**src/rtl/reg_bank_pkg.sv**
```systemverilog
// Shared definitions for the register bank: FunSel opcodes and the read-select
// width helper used by the top-level port list.
package reg_bank_pkg;

    // FunSel operation codes, shared by every register cell.
    typedef enum logic [2:0] {
        OP_DEC  = 3'b000,
        OP_INC  = 3'b001,
        OP_LOAD = 3'b010,
        OP_CLR  = 3'b011,
        OP_SHL  = 3'b100,
        OP_SHR  = 3'b101,
        OP_LDLO = 3'b110,
        OP_HOLD = 3'b111
    } funsel_e;

    // Width of a register index: a single-register bank still gets a 1-bit select.
    function automatic int sel_width(input int n);
        return (n > 1) ? $clog2(n) : 1;
    endfunction

endpackage : reg_bank_pkg

```
**src/rtl/reg_cell.sv**
```systemverilog
// One register of the bank. Applies the shared FunSel operation when enabled
// and raises a one-cycle Wrap pulse after an overflow, underflow or a shift
// that drops a 1 out of the MSB.
module reg_cell
    import reg_bank_pkg::*;
#(
    parameter int              WIDTH    = 16,
    parameter int              SATURATE = 0,
    parameter logic [WIDTH-1:0] RST_VAL = '0
) (
    input  logic             Clock,
    input  logic             Reset,
    input  logic             E,
    input  logic [2:0]       FunSel,
    input  logic [WIDTH-1:0] I,
    output logic [WIDTH-1:0] Q,
    output logic             Wrap
);

    // For odd widths the low half is floor(WIDTH/2) bits.
    localparam int              LO_W     = WIDTH / 2;
    localparam logic [WIDTH-1:0] ALL_ONES = '1;
    localparam logic [WIDTH-1:0] ONE      = WIDTH'(1);
    localparam logic [WIDTH-1:0] LO_MASK  = {{(WIDTH - LO_W){1'b0}}, {LO_W{1'b1}}};

    logic [WIDTH-1:0] r_q;
    logic             r_wrap;
    logic [WIDTH-1:0] w_next;
    logic             w_wrap;

    // Next value and wrap condition for the selected operation.
    always_comb begin
        // NOTE: every output of this block gets a default before the case so no path leaves it unassigned (no latch).
        w_next = r_q;
        w_wrap = 1'b0;
        if (E) begin
            case (funsel_e'(FunSel))
                OP_DEC: begin
                    if (r_q == '0) begin
                        w_wrap = 1'b1;
                        w_next = (SATURATE != 0) ? '0 : ALL_ONES;
                    end else begin
                        w_next = r_q - ONE;
                    end
                end
                OP_INC: begin
                    if (r_q == ALL_ONES) begin
                        w_wrap = 1'b1;
                        w_next = (SATURATE != 0) ? ALL_ONES : '0;
                    end else begin
                        w_next = r_q + ONE;
                    end
                end
                OP_LOAD: w_next = I;
                OP_CLR:  w_next = '0;
                OP_SHL: begin
                    w_next = {r_q[WIDTH-2:0], 1'b0};
                    w_wrap = r_q[WIDTH-1];
                end
                OP_SHR:  w_next = {1'b0, r_q[WIDTH-1:1]};
                OP_LDLO: w_next = (r_q & ~LO_MASK) | (I & LO_MASK);
                default: w_next = r_q;
            endcase
        end
    end

    // State register: synchronous reset wins over any operation in the same cycle.
    always_ff @(posedge Clock) begin
        // NOTE: sequential state uses non-blocking assignments so all cells sample pre-edge values together.
        if (Reset) begin
            r_q    <= RST_VAL;
            r_wrap <= 1'b0;
        end else begin
            r_q    <= w_next;
            r_wrap <= w_wrap;
        end
    end

    assign Q    = r_q;
    assign Wrap = r_wrap;

endmodule : reg_cell

```
**src/rtl/reg_file_bank.sv**
```systemverilog
// Bank of NREG independent registers sharing one opcode and load bus, with two
// combinational read ports and a per-register zero flag.
module reg_file_bank
    import reg_bank_pkg::*;
#(
    parameter int               WIDTH    = 16,
    parameter int               NREG     = 4,
    parameter int               SATURATE = 0,
    parameter logic [WIDTH-1:0] RST_VAL  = '0,
    localparam int              SEL_W    = sel_width(NREG)
) (
    input  logic             Clock,
    input  logic             Reset,
    input  logic [NREG-1:0]  E,
    input  logic [2:0]       FunSel,
    input  logic [WIDTH-1:0] I,
    input  logic [SEL_W-1:0] RSelA,
    input  logic [SEL_W-1:0] RSelB,
    output logic [WIDTH-1:0] OutA,
    output logic [WIDTH-1:0] OutB,
    output logic [NREG-1:0]  Zero,
    output logic [NREG-1:0]  Wrap
);

    logic [WIDTH-1:0] w_q [NREG];

    for (genvar k = 0; k < NREG; k++) begin : g_cell
        reg_cell #(
            .WIDTH    (WIDTH),
            .SATURATE (SATURATE),
            .RST_VAL  (RST_VAL)
        ) u_cell (
            .Clock  (Clock),
            .Reset  (Reset),
            .E      (E[k]),
            .FunSel (FunSel),
            .I      (I),
            .Q      (w_q[k]),
            .Wrap   (Wrap[k])
        );

        assign Zero[k] = (w_q[k] == '0);
    end

    // Read muxes: an index past the last register reads as zero.
    always_comb begin
        OutA = '0;
        OutB = '0;
        for (int k = 0; k < NREG; k++) begin
            if (int'(RSelA) == k) OutA = w_q[k];
            if (int'(RSelB) == k) OutB = w_q[k];
        end
    end

endmodule : reg_file_bank

```
**config.mk**
```make
export PLATFORM = sky130hd
export DESIGN_NAME = reg_file_bank
export DESIGN_NICKNAME = d
export VERILOG_FILES = /design/src/rtl/reg_bank_pkg.sv /design/src/rtl/reg_cell.sv /design/src/rtl/reg_file_bank.sv
export SDC_FILE = /design/constraint.sdc
export NUM_CORES = 1
export LEC_CHECK = 0
export ABC_AREA = 1
export CAP_MARGIN = 20
export CELL_PAD_IN_SITES_DETAIL_PLACEMENT = 1
export CELL_PAD_IN_SITES_GLOBAL_PLACEMENT = 2
export CORE_MARGIN = 2
export CORE_UTILIZATION = 33
export CTS_CLUSTER_SIZE = 24
export DETAILED_ROUTE_END_ITERATION = 12
export MAX_ROUTING_LAYER = met4
export PLACE_DENSITY = 0.95
export SLEW_MARGIN = 20
export SYNTH_ARGS = -nofsm -noshare
export SYNTH_HDL_FRONTEND = slang
export SYNTH_SLANG_ARGS = --single-unit
```
**constraint.sdc**
```tcl
create_clock -name Clock -period 2.5 [get_ports Clock]
set_input_delay 0.25 -clock Clock [delete_from_list [all_inputs] [get_ports Clock]]
set_output_delay 0.25 -clock Clock [all_outputs]
set_load 0.005 [all_outputs]
```
==> metrics.md, run 1 <==
| Metric | Value |
|---|---|
| Yosys warns | `0` |
| Mean area per synthesized cell | `5.31 um2` |
| Number of synthesized register bits | `68` |
| Antenna-violating nets left | `0` |
| DIE AREA | `0.0259 mm2` |
| DIE WIDTH | `161 um` |
| Fin crit period | `2.46 ns` |
| Sw Pwr | `2.08 mW` |
| Logic pwr share | `44.7%` |
| Post-Syn Instances | `1,533` |
| Status | `completed` |
| Detailed placement HPWL | `33.0 mm` |
| Core box area | `0.0242 mm2` |
| I/O pin count | `69` |
| CP Capture Type | `output pin` |
| Bufs on Longest Clock Path | `2` |
| VDD IR max | `0.000310 V` |
| Pin count of the biggest net entering global routing | `61` |
| Worst hold stages | `3` |
| EDFF count, synth | `0` |
| # fillers | `3,407` |
| Chip Height | `161 um` |
| Seq pwr share | `27.0%` |
| Slew margin rel. | `45.1%` |
| P_int | `2.64 mW` |
| Final setup fails | `0` |
| TritonRoute pass-1 iters | `5` |
| Fin crit share | `98.6%` |
| # H-tree levels | `3` |
| Layout cells sized above 1 | `9.59%` |
| Top FF cell, synth | `dfxtp_1` |
| Setup crit start kind | `input port` |
| Max cap viols | `0` |
| Synth cell count leaders | `nand2_1 (471), nor2_1 (203), nand3_1 (174)` |
| Clock share of power | `28.3%` |
| R2R Setup Slk | `0.32 ns` |
| Site Rows | `57` |
| Placer congestion estimate | `1.04` |
| Worst Tran Pin Value | `0.824 ns` |
| DR WL/cell | `23.0 um` |
| CTS hold repair buffers | `0` |
| Clk_skew | `0.00391 ns` |
| TritonCTS buffer count | `9` |
| Leakage power | `4.14 nW` |
| Sequential-to-total area share from yosys stat | `16.7%` |
| Initial Util | `33.6%` |
| Area share of the largest cell type after synthesis | `21.7%` |
| Clk Tree Root Cell | `clkbuf_16` |
| Worst Path Required | `2.25 ns` |
| Count of pins over their slew limit | `0` |
| Vias in the first global route | `11,400` |
| CTS tree | `done` |
| Final core occ | `41.3%` |
| Crit path max fanout | `12` |
| Mapped Area | `0.00814 mm2` |
| Area delta synth->final | `23.0%` |
| Tightest Hold Check Type | `input port to flop` |
| Top-count cell post-synth | `nand2_1` |
| Reg2Reg Depth | `9` |
| Initial antenna violation count | `1` |
| Hold Path Origin | `E[0]` |
| Final net count | `1,660` |
| Top post-synthesis cells by area | `nand2_1 (22%), dfxtp_1 (17%), nand3_1 (11%)` |
| Register area | `0.00136 mm2` |
| CP Data Arrival Time | `2.21 ns` |
| FMAX | `406 MHz` |
| Sw frac | `44.1%` |
| Grt total ovfl | `0` |
| Global-route wire length before repair | `68.1 mm` |
| Unique masters post-synth | `38` |
| Tot GR Track Use | `35.0%` |
| Via count | `11,800` |
| Drt via density | `6.03` |
| Async set-reset flop share out of synthesis | `0%` |
| Worst setup path category | `input port to output pin` |
| PD cells | `471 mW/mm2` |
| Hold slack | `0.483 ns` |
| Net count after synthesis | `1,571` |
| Port Buffers | `68` |
| DR iter-0 viols | `1,220` |
| R2R Path Start | `g_cell[3].u_cell.Q[0]` |
| Yosys top cell by area | `nand2_1` |
| Multi-input gate area | `0.00590 mm2` |
| FF-to-FF End | `g_cell[3].u_cell.Q[3]` |
| Routed WL | `44.9 mm` |
| Final setup TNS | `0 ns` |
| Endpoints failing hold | `0` |
| Clock transition at path regs | `0.06 ns` |
| Skew-Pair Late Insertion Delay | `0.35 ns` |
| Sink Count | `68` |
| Hold EP | `g_cell[0].u_cell.Wrap` |
| Drt drc | `0` |
==> cell families (layout without fill, tap and decap cells) <==
logic type,Yosys count,count (layout),synth area share [%]
compound gates,269,269,18.9
xor+xnor,26,26,2.80
fa+ha+maj,9,9,1.38
buf+inv,224,318,11.5
flops,68,68,16.7
other cells,0,1,0
simple gates,937,937,48.8
==> per-stage QoR <==
step	total power, mW	setup slack (ns)	std cells	instance area [um2]
after floorplan	2.42	0.870	1533	8140
after global placement	3.25	-0.0103	1933	9650
final	4.72	0.0359	1952	10000
after detailed placement	3.30	-0.0487	1933	9650
after global routing	4.93	-0.00680	1952	10000
after CTS	4.63	-0.0921	1949	9950
==> sequential cells by signal, summed over array words and instances, names as in the netlist <==
name                cells
g_cell.u_cell.Q        64
g_cell.u_cell.Wrap      4
==> worst max-delay path, cell delays in order <==
cell and delay, ns:
clkdlybuf4s50_1 0.57, nand2_2 0.24, buf_4 0.23, o2111ai_1 0.33, clkdlybuf4s50_1 0.57
==> power groups by stage <==
stage	clock (mW)	sequential (mW)	combinational [mW]
final	1.33	1.28	2.11
after global routing	1.38	1.29	2.27
after CTS	1.34	1.27	2.03
after detailed placement	0	1.29	2.00
after global placement	0	1.29	1.96
after floorplan	0	1.21	1.21
==> cells in the final DEF, fill, tap and decap left out, types with 8 or more instances in the layout <==
cell type	Yosys	final
nand2_1	471	467
o2111ai_1	18	18
dfxtp_1	68	68
buf_4	6	97
o21ai_0	83	81
buf_12	0	8
o22ai_1	43	43
nor3_1	19	19
ha_1	9	8
nand3_1	174	173
inv_1	122	121
xor2_1	24	24
clkbuf_16	0	9
clkdlybuf4s50_1	0	63
nor2_2	4	8
a21oi_1	98	98
o211ai_1	13	13
nand4_1	44	44
nor2_1	203	199
==> what timing repair did <==
item,4_1_cts,5_1_grt
pin swaps,0,1
resized for setup,5,17
buffers inserted,0,2
endpoints found under the setup margin,6,23
==> routing by layer <==
metal	share of wire, %	track usage (%)	routed length, um
met1	40	44.1	17800
met2	42	51.6	19000
met3	11	7.60	5090
met4	6.7	20.0	3000
met5	0	-	0
==> final cells by class <==
cell class	instances	area share (%)
Clock inverter	1	0.0500
Timing Repair Buffer	173	15.7
Sequential cell	68	13.6
Antenna cell	1	0.0250
Tap cell	324	4.05
Multi-Input combinational cell	1241	59.0
Clock buffer	15	2.77
Inverter	129	4.84
==> worst max path at each step <==
stage / cells after the start / from / endpoint / slack, ns
2_1_floorplan: 7 / g_cell[3].u_cell.Q[0] / Zero[3] / 0.87
3_3_place_gp: 5 / RSelA[0] / OutA[10] / -0.01
3_5_place_dp: 5 / RSelA[0] / OutA[10] / -0.05
4_1_cts: 7 / g_cell[0].u_cell.Q[0] / Zero[0] / -0.09
5_1_grt: 8 / g_cell[3].u_cell.Q[1] / Zero[3] / -0.007
6_report: 5 / RSelA[0] / OutA[3] / 0.04
Note: power is estimated with default switching activity, not from simulation.
==> inputs of run 2 (changes only) <==
- CTS_BUF_LIST: unset -> sky130_fd_sc_hd__clkbuf_2 sky130_fd_sc_hd__clkbuf_4 sky130_fd_sc_hd__clkbuf_8
==> metrics.md, run 2 (synthesis gave the netlist of run 1 again) <==
| Metric | Value |
|---|---|
| # fillers | `3,413 (+0.18%)` |
| CP Capture Type | `output pin` |
| Worst Tran Pin Value | `0.822 ns (-0.00136 ns)` |
| Fin crit period | `2.49 ns (+0.0271 ns)` |
| FMAX | `401 MHz (-1.1%)` |
| Sink Count | `68 (unchanged)` |
| CTS hold repair buffers | `0 (unchanged)` |
| Grt total ovfl | `0 (unchanged)` |
| Most frequent cells in the layout | `nand2_1 (467), nor2_1 (197), nand3_1 (173)` |
| DIE WIDTH | `161 um (unchanged)` |
| Worst Path Required | `2.25 ns (about the same)` |
| DR iter-0 viols | `1,208 (-0.98%)` |
| Area delta synth->final | `22.1%` |
| Clk_skew | `0.0112 ns (+0.00733 ns)` |
| Drt drc | `0 (unchanged)` |
| Final setup TNS | `0 ns (unchanged)` |
| Final setup fails | `0 (unchanged)` |
| Pin count of the biggest net entering global routing | `61 (unchanged)` |
| I/O pin count | `69 (unchanged)` |
| RSZ-0062 raised after global routing | `true` |
| Drt via density | `5.99 (-0.59%)` |
| Fin crit share | `99.6% (+1.1 points)` |
| Most common cell after layout, fill and taps aside | `nand2_1` |
| Chip Height | `161 um (unchanged)` |
| Initial antenna violation count | `1 (unchanged)` |
| CP Data Arrival Time | `2.24 ns (+0.03 ns)` |
| Clk Tree Root Cell | `clkbuf_8` |
| Count of pins over their slew limit | `0 (unchanged)` |
| Max cap viols | `0 (unchanged)` |
| Crit path max fanout | `8 (-4)` |
| Clock transition at path regs | `0.09 ns (+0.03 ns)` |
| Max reg flops | `64 (unchanged)` |
| Final net count | `1,660 (unchanged)` |
| Slew margin rel. | `45.2% (+0.090 points)` |
| Via count | `11,700 (-0.59%)` |
| Post-route insts no fill | `1,952 (unchanged)` |
| Skew-Pair Late Insertion Delay | `0.38 ns (+0.03 ns)` |
| DIE AREA | `0.0259 mm2 (unchanged)` |
| Port Buffers | `68 (unchanged)` |
| Tot GR Track Use | `35.0% (unchanged)` |
| PD cells | `443 mW/mm2 (-6.0%)` |
| TritonCTS buffer count | `9 (unchanged)` |
| Worst setup path category | `input port to output pin` |
| Placer congestion estimate | `1.04 (unchanged)` |
| Core box area | `0.0242 mm2 (unchanged)` |
| Detailed placement HPWL | `33.0 mm (unchanged)` |
| CTS tree | `done` |
| Antenna-violating nets left | `0 (unchanged)` |
| Endpoints failing hold | `0 (unchanged)` |
| Initial Util | `33.6% (unchanged)` |
| Site Rows | `57 (unchanged)` |
| DR WL/cell | `23.0 um (about the same)` |
| Setup crit start kind | `input port` |
| # H-tree levels | `3 (unchanged)` |
| Vias in the first global route | `11,400 (+0.097%)` |
| Layout cells sized above 1 | `10.1% (+0.55 points)` |
| Cell total after placement | `1,933 (unchanged)` |
| Bufs on Longest Clock Path | `2 (unchanged)` |
| Leakage power | `4.09 nW (-1.3%)` |
| Global-route wire length before repair | `68.1 mm (about the same)` |
| Routed WL | `44.9 mm (about the same)` |
| Tightest Hold Check Type | `input port to flop` |
| VDD IR max | `0.000210 V (-32%)` |
| TritonRoute pass-1 iters | `7 (+2)` |
| Status | `completed` |
run 2: cell type report:
| type | instances | area [um2] | area share (%) |
|---|---|---|---|
| Timing Repair Buffer | 173 | 1570 | 15.8 |
| Antenna cell | 1 | 2.50 | 0.0252 |
| Tap cell | 324 | 405 | 4.08 |
| Clock inverter | 1 | 5.00 | 0.0504 |
| Clock buffer | 15 | 188 | 1.89 |
| Sequential cell | 68 | 1370 | 13.7 |
| Inverter | 129 | 484 | 4.87 |
| Multi-Input combinational cell | 1241 | 5920 | 59.6 |
run 2: final timing paths:
kind                                            start                     to  slack (ns)  depth (start not counted)
worst max-delay path                         RSelB[0]                OutB[2]       0.009                          5
worst min-delay path                             E[0]  g_cell[0].u_cell.Wrap        0.45                          3
worst max register to register  g_cell[3].u_cell.Q[0]  g_cell[3].u_cell.Q[3]        0.28                          9
worst min register to register  g_cell[2].u_cell.Q[1]  g_cell[2].u_cell.Q[1]        0.51                          2
run 2: repair_timing:
| action | in CTS | in global routing |
|---|---|---|
| pin swaps | 2 | 1 |
| setup buffers | 2 | 0 |
| endpoints found under the setup margin | 6 | 23 |
| gates resized for setup | 9 | 19 |
run 2: power by group:
part	switching [mW]	total, mW	leakage (nW)	internal [mW]
registers	0.125	1.28	0.557	1.15
clock network	0.537	1.01	0.104	0.477
logic	1.38	2.11	3.43	0.729
total	2.04	4.40	4.09	2.36
run 2: per-layer routing:
metal / GRT usage, % / wire length [um] / vias to the layer above
met4: 17.7 / 2580 / 0
met2: 52.4 / 19200 / 714
met5: - / 0 / -
met1: 44.5 / 18000 / 5569
met3: 7.42 / 5100 / 150
li1: - / - / 5263
run 2: metrics by stage:
step | hold WS [ns] | power [mW] | instance area [um2] | utilization [%] | worst slack [ns]
2_1_floorplan | 0.376 | 2.42 | 8140 | - | 0.870
5_1_grt | 0.498 | 4.62 | 9940 | 41.0 | -0.0181
3_3_place_gp | 0.479 | 3.25 | 9650 | 39.8 | -0.0103
6_report | 0.447 | 4.40 | 9940 | 41.0 | 0.00883
3_5_place_dp | 0.485 | 3.30 | 9650 | 39.8 | -0.0487
4_1_cts | 0.456 | 4.32 | 9890 | 40.8 | 0.00174
run 2: worst max-delay path, stage by stage:
cell and delay (ns):
clkdlybuf4s50_1 0.61, nand2_1 0.26, buf_4 0.24, o2111ai_1 0.30, clkdlybuf4s50_1 0.58
==> RTL change 1, RTL diff (flow settings as in run 1) <==
`WIDTH` is set to 16 in 2 places; all go to 32.
--- a/src/rtl/reg_cell.sv
+++ b/src/rtl/reg_cell.sv
@@ -5,5 +5,5 @@
     import reg_bank_pkg::*;
 #(
-    parameter int              WIDTH    = 16,
+    parameter int              WIDTH    = 32,
     parameter int              SATURATE = 0,
     parameter logic [WIDTH-1:0] RST_VAL = '0
--- a/src/rtl/reg_file_bank.sv
+++ b/src/rtl/reg_file_bank.sv
@@ -4,5 +4,5 @@
     import reg_bank_pkg::*;
 #(
-    parameter int               WIDTH    = 16,
+    parameter int               WIDTH    = 32,
     parameter int               NREG     = 4,
     parameter int               SATURATE = 0,
Interface: changed (resized I, OutA and OutB); port bits go from 69 to 117. The function was not compared with the original's and may differ.
==> RTL change 1 against run 1 <==
  * The flow now finishes with violations (negative setup slack)
  * Count of clock-buffer cells in the layout is 12 higher
  * Power is 120% higher
  * Routed wire length is 150% higher
  * Clock power is 100% higher
  * Critical path depth is 1 higher
  * Sequential share of layout area is 1.3 points lower
  * Area after synthesis is 110% higher
  * Sequential cell count is 64 higher
  * Worst setup slack worse by 0.050 ns
  * Final area is 120% higher
  * Fmax is 2.0% lower
  * Synthesized cell count is 120% higher
==> RTL change 1: results (changes against run 1) <==
- Yosys cell types: 44 (+16%)
- Leak: 8.66 nW (+110%)
- RR Endpoint: g_cell[0].u_cell.Q[21]
- Post-Place Worst Slack: -0.129 ns (-0.0805 ns)
- Nets: 3564 (+110%)
- CTS Buf Count: 17 (+8)
- Peak supply drop: 0.626 mV (+100%)
- DP HPWL: 84700 um (+160%)
- H-Tree Depth: 4 (+1)
- Grt met3 use: 13.2% (+5.6 points)
- First-pass GRT wire length: 161000 um (+140%)
- Worst Setup EP: Zero[3]
- GRT Resource Usage Total: 41.2% (+6.2 points)
- Worst r2r src: g_cell[0].u_cell.Q[6]
- PnR worst setup slack: -0.0143 ns (-0.0502 ns)
- Post-CTS Setup Inserts: 4 (+4)
- Final setup fails: 3 (+3)
- Routability cong.: 1.16 (+12%)
- Hold Path End: g_cell[3].u_cell.Wrap
- Filler cells: 7368 (+120%)
- Status: finished with violations
- Number of global-route vias before repair: 25100 (+120%)
- Final setup TNS: -0.0282 ns (-0.0282 ns)
- Slew @ Worst Pin: 0.758 ns (-0.0655 ns)
- Via/cell ratio: 6.21 (+3.1%)
- Synth top area share: 22.0% (+0.32 points)
- Share of post-route cells with drive strength above 1: 14.3% (+4.7 points)
- Dominant cells by area after synthesis: nand2_1, dfxtp_1, nor2_1
- Reg2Reg Depth: 12 (+3)
- Violated checks: negative setup slack
- GR Util met2: 57.0% (+5.4 points)
- Finished Layout Cells: 4216 (+120%)
- WHS Path Cells: 5 (+2)
- DRT iter0 DRCs: 3712 (+200%)
- Drt pass-1 iters: 6 (+1)
- Max reg flops: 128 (+100%)
- Setup crit start: g_cell[3].u_cell.Q[31]
- Synth cell count leaders: nand2_1, nor2_1, nand3_1
[RTL change 1: changes by cell type in the layout (fill, tap and decap cells not counted), sizes merged, moves of 18 or more]
cell / before / now
a21oi: 99 / 203
buf: 106 / 285
clkdlybuf4s50: 63 / 109
dfxtp: 68 / 132
inv: 126 / 241
nand2: 475 / 1035
nand3: 175 / 345
nand4: 44 / 77
nor2: 209 / 553
o2111ai: 18 / 36
o21ai: 85 / 146
o22ai: 43 / 126
xor2: 24 / 83
[RTL change 1: report_power, final]
part / total, W / switching [W] / leakage (nW) / internal, W
combinational: 0.00514 / 0.00344 / 7.27 / 0.00169
clock: 0.00271 / 0.00115 / 0.291 / 0.00156
sequential: 0.00253 / 0.000285 / 1.10 / 0.00225
[RTL change 1: logic make-up (layout without fill, tap and decap cells)]
logic type	count (synthesis)	count (layout)	synth area share, %
compound gates	560	560	18.7
other cells	0	9	0
fa+ha+maj	11	11	0.791
simple gates	2051	2051	49.3
buf+inv	483	682	11.9
xor+xnor	83	83	4.18
flops	132	132	15.2
[RTL change 1: layer usage]
metal	vias to the layer above	wire length [um]
met2	1919	44100
met4	0	10100
met1	12300	41500
li1	11400	-
met5	-	0
met3	582	14900
[RTL change 1: cell type report]
type	instances	area, um^2	share of cell area (%)
clock buffers	27	543	2.46
diodes	9	22.5	0.102
repair buffers	400	3820	17.3
flip-flops and latches	132	2710	12.3
inverters	252	967	4.39
well taps	688	861	3.90
multi-input cells	2705	13100	59.3
clock inverters	3	40.0	0.182
[RTL change 1: worst max-delay path, cell delays in order, from the launching register on]
cell,delay (ns)
dfxtp_1,0.32
inv_1,0.36
nand3_1,0.16
nor3_2,0.15
nand3_2,0.15
inv_1,0.09
clkdlybuf4s50_1,0.49
==> RTL change 2, RTL diff (flow settings as in run 1) <==
Without the edit above. Put a register stage on the output `OutB`, without a reset. The value now appears one clock later. The other outputs are not delayed to match.
--- a/src/rtl/reg_file_bank.sv
+++ b/src/rtl/reg_file_bank.sv
@@ -23,4 +23,6 @@
 );
 
+    logic [WIDTH-1:0] OutB_d;
+
     logic [WIDTH-1:0] w_q [NREG];
 
@@ -46,9 +48,13 @@
     always_comb begin
         OutA = '0;
-        OutB = '0;
+        OutB_d = '0;
         for (int k = 0; k < NREG; k++) begin
             if (int'(RSelA) == k) OutA = w_q[k];
-            if (int'(RSelB) == k) OutB = w_q[k];
+            if (int'(RSelB) == k) OutB_d = w_q[k];
         end
+    end
+
+    always_ff @(posedge Clock) begin
+        OutB <= OutB_d;
     end
 
Formal check against the unedited RTL: not equivalent (Yosys sat finds a counterexample within 4 cycles, from zero or initial values and one cycle with Reset high).
==> RTL change 2 against run 1 <==
  * Worst setup slack got worse by 0.015 ns
  * Synthesized cell count rose by 2.0%
  * Critical path type is now reg2out
  * Highest routed layer unchanged
  * Power grew 14%
  * Sequential power rose by 20%
  * Area after synthesis up 4.0%
  * Utilization up 0.41 points
  * Fmax decreased by 0.62%
  * Sequential cell count is 16 higher
  * Cell count rose by 2.6%
  * Final area up 4.9%
  * Largest power group unchanged
  * Routed wire length shrank 2.4%
==> RTL change 2: results (changes against run 1) <==
- Synth Area in Compound Gates: 18.5% (-0.36 points)
- Leak: 4.47 nW (+8.0%)
- Nets: 1705 (+2.7%)
- Seq/total area: 16.0% (+2.4 points)
- Filler cells: 3546 (+4.1%)
- Post-Synth Adder-Cell Area: 1.33% (-0.053 points)
- Number of global-route vias before repair: 11600 (+2.2%)
- GRT Resource Usage Total: 33.4% (-1.6 points)
- Sequential power: 0.00154 W (+20%)
- Sinks on Clock Net: 84 (+24%)
- Via count: 11700 (-0.14%)
- Slew @ Worst Pin: 0.847 ns (+0.0227 ns)
- Switch Pwr: 0.00219 W (+5.3%)
- Sequential cell area fraction in the yosys report: 19.9% (+3.1 points)
- Non-clock buffer share of cell area: 15.3% (-0.40 points)
- CTS Buf Count: 9 (unchanged)
- Largest net degree at the start of global routing: 63 (+3.3%)
- Non-clock buffers: 185 (+6.9%)
- DP HPWL: 33000 um (-0.11%)
- Area after DPL: 9980 um^2 (+3.4%)
- Pwr/cell area: 512 nW/um^2 (+8.7%)
- Status: finished, final reports clean
- Yosys cell types: 32 (-16%)
- Clock network share of area: 3.38% (+0.56 points)
- FF-to-FF setup slack: 0.08 ns (-0.24 ns)
- Synth cell count leaders: nand2_1, nor2_1, nand3_1
- Hold path startpoint: E[2]
- Clock Power: 0.00171 W (+29%)
- Hold Path End: g_cell[2].u_cell.Wrap
- Clock skew: 0.00914 ns (+0.00523 ns)
- GRT met1 Usage: 41.8% (-2.3 points)
- WL met1: 18200 um (+2.3%)
- #MultiIn Comb: 1240 (-0.081%)
- Peak supply drop: 0.239 mV (-23%)
- Share of post-route cells with drive strength above 1: 10.6% (+1.0 points)
- Avg WL per Cell: 21.9 um (-4.9%)
- Crit-path max FO: 9 (-3)
- Reg2Reg Depth: 19 (+10)
- Dominant cells by area after synthesis: nand2_1, dfxtp_1, nand3_1
- Synth Net Count: 1601 (+1.9%)
- CTS clock-pin slew for the worst setup and hold paths: 0.08 ns (+0.02 ns)
- Clk_lat worst skew: 0.37 ns (+0.02 ns)
- Worst r2r src: g_cell[0].u_cell.Q[1]
- Row count: 58 (+1.8%)
- Antenna violations before repair: 2 (+1)
- Setup crit start: g_cell[3].u_cell.Q[14]
- Post-Synth XOR/XNOR Area: 2.79% (-0.0040 points)
- WL met3: 3830 um (-25%)
- Metal2 WL: 19500 um (+2.4%)
- Routability cong.: 1.05 (+1.2%)
==> RTL change 2: cell types whose count changed after synthesis, moves of 9 or more <==
| cell | change |
|---|---|
| dfxtp_1 | +16 |
| inv_1 | +13 |
| nand2_1 | +9 |
| nand4_1 | -9 |
| nor2_1 | -11 |
| nor3_1 | +10 |
==> RTL change 2: what timing repair did <==
| action | CTS | global route |
|---|---|---|
| gates resized for setup | 9 | 21 |
| setup buffers | 8 | 3 |
| pin swaps | 1 | 3 |
| setup endpoints to repair | 3 | 10 |
==> RTL change 2: through the flow <==
stage          utilization (%)  hold slack (ns)  setup WS (ns)  cells
6_report                  41.7            0.480         0.0204   2003
5_1_grt                   41.7            0.480        -0.0553   2003
4_1_cts                   41.4            0.472         0.0214   1999
3_5_place_dp              39.6            0.496        -0.0300   1975
3_3_place_gp              39.6            0.489        -0.0128   1975
2_1_floorplan                -            0.376          0.854   1563
